[src/rtl/ccd_capture_roi.sv]
// rtl/ccd_capture_roi.sv - D5M capture front end with ROI gate, decimation and snapshot.
// Qualifies FVAL/LVAL, counts X/Y/frames and emits windowed pixels two cycles after input.
module ccd_capture_roi #(
  parameter int DATA_W       = 12,
  parameter int CNT_W        = 16,
  parameter int FRM_W        = 32,
  parameter int COLUMN_WIDTH = 1280,
  parameter int SKIP_W       = 4
) (
  input  logic              iCLK,
  input  logic              iRST,
  input  logic [DATA_W-1:0] iDATA,
  input  logic              iFVAL,
  input  logic              iLVAL,
  input  logic              iSTART,
  input  logic              iEND,
  input  logic              iSNAP,
  input  logic [SKIP_W-1:0] iSKIP,
  input  logic [CNT_W-1:0]  iX_START,
  input  logic [CNT_W-1:0]  iX_END,
  input  logic [CNT_W-1:0]  iY_START,
  input  logic [CNT_W-1:0]  iY_END,
  output logic [DATA_W-1:0] oDATA,
  output logic              oDVAL,
  output logic [CNT_W-1:0]  oX_Cont,
  output logic [CNT_W-1:0]  oY_Cont,
  output logic [FRM_W-1:0]  oFrame_Cont,
  output logic              oBUSY,
  output logic              oFRAME_DONE,
  output logic              oLINE_ERR
);

  typedef enum logic [1:0] {IDLE, RUN, SNAP} mode_t;

  localparam logic [CNT_W-1:0] X_LAST = CNT_W'(COLUMN_WIDTH - 1);

  mode_t             mode;
  logic              fval_d;
  logic              m_lval;
  logic              m_lval_d;
  logic [DATA_W-1:0] m_data;
  logic [SKIP_W-1:0] skip_cnt;
  logic              snap_taken;
  logic [CNT_W-1:0]  x_cnt, y_cnt;
  logic [CNT_W-1:0]  xs, xe, ys, ye;

  logic fval_rise, fval_fall, frame_start, accept, in_win, dval_next, line_fall;

  always_comb begin
    fval_rise   = iFVAL & ~fval_d;
    fval_fall   = ~iFVAL & fval_d;
    frame_start = fval_rise && (mode != IDLE);
    accept      = frame_start && (skip_cnt == '0);
    in_win      = (x_cnt >= xs) && (x_cnt <= xe) && (y_cnt >= ys) && (y_cnt <= ye);
    dval_next   = oBUSY & m_lval & in_win;
    line_fall   = m_lval_d & ~m_lval;
  end

  // Mode and decimation control; iEND has priority over everything.
  always_ff @(posedge iCLK) begin
    if (iRST) begin
      mode       <= IDLE;
      skip_cnt   <= '0;
      snap_taken <= 1'b0;
    end else begin
      if (iEND) begin
        mode <= IDLE;
      end else begin
        case (mode)
          IDLE: begin
            if (iSTART)     mode <= RUN;
            else if (iSNAP) mode <= SNAP;
          end
          SNAP: if (oFRAME_DONE && snap_taken) mode <= IDLE;
          default: mode <= mode;
        endcase
      end

      if (mode == IDLE)
        skip_cnt <= '0;
      else if (frame_start)
        skip_cnt <= accept ? iSKIP : skip_cnt - 1'b1;

      if (mode != SNAP)
        snap_taken <= 1'b0;
      else if (accept)
        snap_taken <= 1'b1;
    end
  end

  // The FVAL edge register resets high so a frame already running at release is ignored.
  always_ff @(posedge iCLK) begin
    if (iRST) begin
      fval_d      <= 1'b1;
      m_lval      <= 1'b0;
      m_lval_d    <= 1'b0;
      m_data      <= '0;
      oBUSY       <= 1'b0;
      oFRAME_DONE <= 1'b0;
      oFrame_Cont <= '0;
      xs          <= '0;
      xe          <= '0;
      ys          <= '0;
      ye          <= '0;
      x_cnt       <= '0;
      y_cnt       <= '0;
      oLINE_ERR   <= 1'b0;
      oDVAL       <= 1'b0;
      oDATA       <= '0;
      oX_Cont     <= '0;
      oY_Cont     <= '0;
    end else begin
      fval_d      <= iFVAL;
      m_lval      <= iLVAL;
      m_lval_d    <= m_lval;
      m_data      <= iLVAL ? iDATA : '0;
      oFRAME_DONE <= 1'b0;

      if (accept) begin
        oBUSY       <= 1'b1;
        oFrame_Cont <= oFrame_Cont + 1'b1;
        xs          <= iX_START;
        xe          <= iX_END;
        ys          <= iY_START;
        ye          <= iY_END;
        x_cnt       <= '0;
        y_cnt       <= '0;
      end else if (fval_fall && oBUSY) begin
        oBUSY       <= 1'b0;
        oFRAME_DONE <= 1'b1;
        x_cnt       <= '0;
        y_cnt       <= '0;
      end else if (oBUSY) begin
        if (m_lval) begin
          if (x_cnt == X_LAST) begin
            x_cnt <= '0;
            y_cnt <= y_cnt + 1'b1;
          end else begin
            x_cnt <= x_cnt + 1'b1;
          end
        end else if (line_fall && (x_cnt != '0)) begin
          // Short line: flag it and realign to the start of the next row.
          oLINE_ERR <= 1'b1;
          x_cnt     <= '0;
          y_cnt     <= y_cnt + 1'b1;
        end
      end else begin
        x_cnt <= '0;
        y_cnt <= '0;
      end

      oDVAL   <= dval_next;
      oDATA   <= dval_next ? m_data : '0;
      oX_Cont <= x_cnt;
      oY_Cont <= y_cnt;
    end
  end

endmodule
[config.mk]
export PLATFORM = sky130hd
export DESIGN_NAME = ccd_capture_roi
export DESIGN_NICKNAME = d
export VERILOG_FILES = /design/src/rtl/ccd_capture_roi.sv
export SDC_FILE = /design/constraint.sdc
export NUM_CORES = 1
export LEC_CHECK = 0
export CORE_AREA = 2 2 134 136
export CTS_CLUSTER_DIAMETER = 200
export CTS_CLUSTER_SIZE = 12
export DETAILED_ROUTE_END_ITERATION = 6
export DIE_AREA = 0 0 136 138
export PLACE_DENSITY = 0.84
export SKIP_LAST_GASP = 1
export SYNTH_ARGS = -nofsm -noshare
export SYNTH_HDL_FRONTEND = slang
export SYNTH_SLANG_ARGS = --single-unit
[constraint.sdc]
create_clock -name iCLK -period 2.9 [get_ports iCLK]
set_input_delay 0.58 -clock iCLK [delete_from_list [all_inputs] [get_ports iCLK]]
set_output_delay 0.58 -clock iCLK [all_outputs]
set_load 0.01 [all_outputs]
==> results.txt, run 1 <==
----------------------------------------------------
[Synthesis]
  Yosys warns ... 0
  Share of synthesized flip-flops with an asynchronous set or reset ... 0
  Most frequently used flop master after synthesis ... sky130_fd_sc_hd__dfxtp_1
  Number of enable flip-flop cells after synthesis ... 0
  Synthesized Nets ... 1188
  Distinct cell type count of the synthesized netlist ... 57
  Syn Inst Count ... 1031
  Netlist area before placement ... 8890 um^2
  Sequential cell area fraction in the yosys report ... 0.446
  Number of storage elements in the synthesis netlist ... 198
  Average size of a mapped cell ... 8.62 um^2

[Timing]
  FMAX ... 392 MHz
  Setup skew after layout ... 14.5 ps
  Post-layout min period ... 2550 ps
  Hold violation total from the final report ... 0
  Min setup slack post-route ... 346 ps
  Final Hold Slack ... 454 ps
  Final number of setup-violating endpoints ... 0
  RSZ-0062 raised after global routing ... no
  Final period util ... 0.881
  Max Transition Viols Final ... 0
  Fin Setup TNS ... 0 ps
  Worst Tran Pin Value ... 670 ps
  Max-slew headroom ... 0.553

[Detailed routing]
  Number of remaining DRC errors ... 0
  Number of vias per cell after detailed routing ... 5.36
  Number of iterations in the first detailed-routing pass ... 7
  Total Wirelength ... 21.7 mm
  Antenna-violating nets left ... 0
  Via count ... 7685
  Initial drt markers ... 535
  Routed wire per std cell ... 15.1 um

[Cells and area]
  Final non-filler cell area ... 11400 um^2
  Fraction of final layout cells with drive strength greater than 1 ... 0.0663
  Antenna Cells ... 0
  Final layout net count ... 1350
  Synthesis-to-layout area growth ... 28.8%

[Placed design]
  GP Congestion ... 0.892
  Worst slack at placement ... 346 ps
  Port buffer count ... 166
  DP Area ... 10900 um^2
  HPWL after detailed placement ... 15.7 mm

[Floorplanning]
  Standard-cell rows ... 49
  Area inside the core boundary ... 17500 um^2
  Starting density of the core ... 0.507
  Die extent in y ... 138 um
  Horizontal die dimension ... 136 um
  Die area ... 18800 um^2
  Io pins ... 167

[Setup path]
  CP arrival ... 2890 ps
  Worst path slowest cell ... sky130_fd_sc_hd__or4_1
  Type of the worst setup path ... reg2reg
  Critical-path maximum fanout ... 13
  Kind of capture point of the worst setup path ... register
  Required time of the worst setup path ... 3240 ps
  Number of buffer and inverter stages on the critical path ... 1
  Kind of start point of the critical path ... register
  Cells along the critical path ... ha_1, and4_1, nand2_1, or4_1, a31oi_1, o41ai_2, buf_4, nor4b_1
  Slowest cell delay on critical path ... 510 ps
  Crit path max-delay family ... simple AND/OR/NAND/NOR gates

[Global routing]
  First-pass GRT wire length ... 35.6 mm
  Largest net degree at the start of global routing ... 142
  Grt ovf ... 0
  Total global routing track utilization ... 0.235
  Number of global-route vias before repair ... 7369
  Antenna violations before repair ... 0

[Clock network]
  CTS clock-pin slew for the worst setup and hold paths ... 80 ps
  CTS tree ... built
  Inserted Clock Buffers ... 17
  Root Buffer ... sky130_fd_sc_hd__clkbuf_16
  Later-pin clock latency in the skew report ... 450 ps
  Number of buffers on the longest clock path ... 2
  Number of setup buffers added after CTS ... 0
  Clk sinks ... 198
  H-Tree Level Count ... 4
  Hold buffer count at cts ... 0
  Post-CTS Resized ... 0

[Power]
  Cell Pwr Density ... 473 nW/um^2
  Leakage power ... 4.14 nW
  Largest voltage drop on the vdd net ... 0.482 mV
  Sum of internal, switching and leakage power ... 5.41 mW

[Status]
  Result of the run ... completed

[Hold path]
  Class of the most critical hold timing path ... reg2reg

[Job]
  Number of maximum-capacitance constraint violations ... 0

----------------------------------------------------
==> per-stage QoR <==
step,util,cells
global route,0.653,1435
floorplan,-,1031
global placement,0.619,1403
finish,0.653,1435
detailed placement,0.619,1403
CTS,0.653,1435
==> layout make-up <==
cell class | instances | area (um^2)
Clock buffer | 17 | 425
Clock inverter | 15 | 168
Fill cell | 1419 | 6090
Inverter | 75 | 282
Multi-Input combinational cell | 714 | 4480
Sequential cell | 198 | 3960
Tap cell | 229 | 287
Timing Repair Buffer | 187 | 1840
==> cells in the mapped netlist (3+ instances only) <==
library cell / n / share of area
sky130_fd_sc_hd__or3_1: 4 / 0.0028
sky130_fd_sc_hd__a41oi_1: 3 / 0.0030
sky130_fd_sc_hd__buf_2: 3 / 0.0017
sky130_fd_sc_hd__o211ai_1: 4 / 0.0034
sky130_fd_sc_hd__nand3_1: 28 / 0.016
sky130_fd_sc_hd__inv_1: 75 / 0.032
sky130_fd_sc_hd__nor4b_2: 9 / 0.015
sky130_fd_sc_hd__dfxtp_1: 198 / 0.45
sky130_fd_sc_hd__xor2_1: 31 / 0.031
sky130_fd_sc_hd__and2_1: 13 / 0.0091
sky130_fd_sc_hd__a21boi_0: 4 / 0.0034
sky130_fd_sc_hd__or2_2: 3 / 0.0021
sky130_fd_sc_hd__and4_1: 10 / 0.0099
sky130_fd_sc_hd__xnor2_1: 12 / 0.012
sky130_fd_sc_hd__nor4b_1: 4 / 0.0039
sky130_fd_sc_hd__o21a_1: 3 / 0.0025
sky130_fd_sc_hd__a2111oi_0: 3 / 0.0030
sky130_fd_sc_hd__ha_1: 70 / 0.099
sky130_fd_sc_hd__nor3_1: 16 / 0.0090
sky130_fd_sc_hd__clkbuf_1: 40 / 0.017
sky130_fd_sc_hd__nand2_1: 171 / 0.072
sky130_fd_sc_hd__o21ai_0: 17 / 0.0096
sky130_fd_sc_hd__a311oi_1: 7 / 0.0069
sky130_fd_sc_hd__nand2b_1: 4 / 0.0028
sky130_fd_sc_hd__and3_1: 9 / 0.0063
sky130_fd_sc_hd__nor4_1: 5 / 0.0035
sky130_fd_sc_hd__a211oi_1: 5 / 0.0042
sky130_fd_sc_hd__a21oi_1: 112 / 0.063
sky130_fd_sc_hd__nor2b_1: 34 / 0.024
sky130_fd_sc_hd__nor2_1: 80 / 0.034
sky130_fd_sc_hd__nand4_1: 20 / 0.014
==> sequential cells by signal, indices dropped and copies added (netlist names), 16 cells and up <==
register and flops:
oX_Cont 16, x_cnt 16, xe 16, ye 16, y_cnt 16, ys 16, oFrame_Cont 32, xs 16
oY_Cont 16
==> where the power goes <==
group / switching (mW) / internal [mW] / leakage, nW / total (mW)
logic: 0.147 / 0.157 / 2.26 / 0.303
clock network: 1.20 / 1.17 / 0.289 / 2.36
registers: 0.0101 / 2.74 / 1.60 / 2.75
total: 1.35 / 4.06 / 4.14 / 5.41
==> cells in the final DEF (no fill, tap or decap), drive strengths merged, types with 12 or more instances in the layout <==
master         count
dfxtp            198
nand2            171
clkdlybuf4s50    165
a21oi            112
inv               86
nor2              80
ha                70
nor2b             34
xor2              31
nand3             28
buf               22
nand4             21
o21ai             17
clkbuf            17
nor3              17
and2              15
nor4b             13
xnor2             12
==> path summary, 6_finish.rpt <==
path	startpoint	to	slack, ps	cells after the start
worst max-delay path	x_cnt[13]	oDATA[11]	350	8
worst min-delay path	xs[11]	xs[11]	450	2
worst max register to register	x_cnt[13]	oDATA[11]	350	8
worst min register to register	xs[11]	xs[11]	450	2
==> worst min-delay path: cells and delay by family, from the launching register on <==
kind            cells  cell delay (ps)
compound gates      1               50
simple gates        1               50
flops               1              310
==> cells by family (layout without fill, tap and decap cells) <==
| family | count (synthesis) | in the layout | synth area share |
|---|---|---|---|
| and+or+nand+nor | 428 | 428 | 0.248 |
| muxes | 1 | 1 | 0.00113 |
| xor gates and xnor gates | 43 | 43 | 0.0424 |
| AOI/OAI and AO/OA | 172 | 172 | 0.113 |
| adders and majority gates | 70 | 70 | 0.0985 |
| buffers and inverters | 119 | 294 | 0.0511 |
| DFF | 198 | 198 | 0.446 |
==> per-layer routing <==
metal,GRT usage,vias up,share of wire
li1,-,3809,-
met1,0.305,3548,0.44
met2,0.369,283,0.45
met3,0.0671,45,0.081
met4,0.0894,0,0.026
met5,0,-,0
(Power assumes the default switching activity.)
==> run 2, diff against run 1 <==
--- a/config.mk
+++ b/config.mk
@@ -7,7 +7,7 @@
 export LEC_CHECK = 0
 export CORE_AREA = 2 2 134 136
 export CTS_CLUSTER_DIAMETER = 200
-export CTS_CLUSTER_SIZE = 12
+export CTS_CLUSTER_SIZE = 40
 export DETAILED_ROUTE_END_ITERATION = 6
 export DIE_AREA = 0 0 136 138
 export PLACE_DENSITY = 0.84
==> results of run 2 <==
The final DEF is identical to that of run 1; final timing and power are the same.
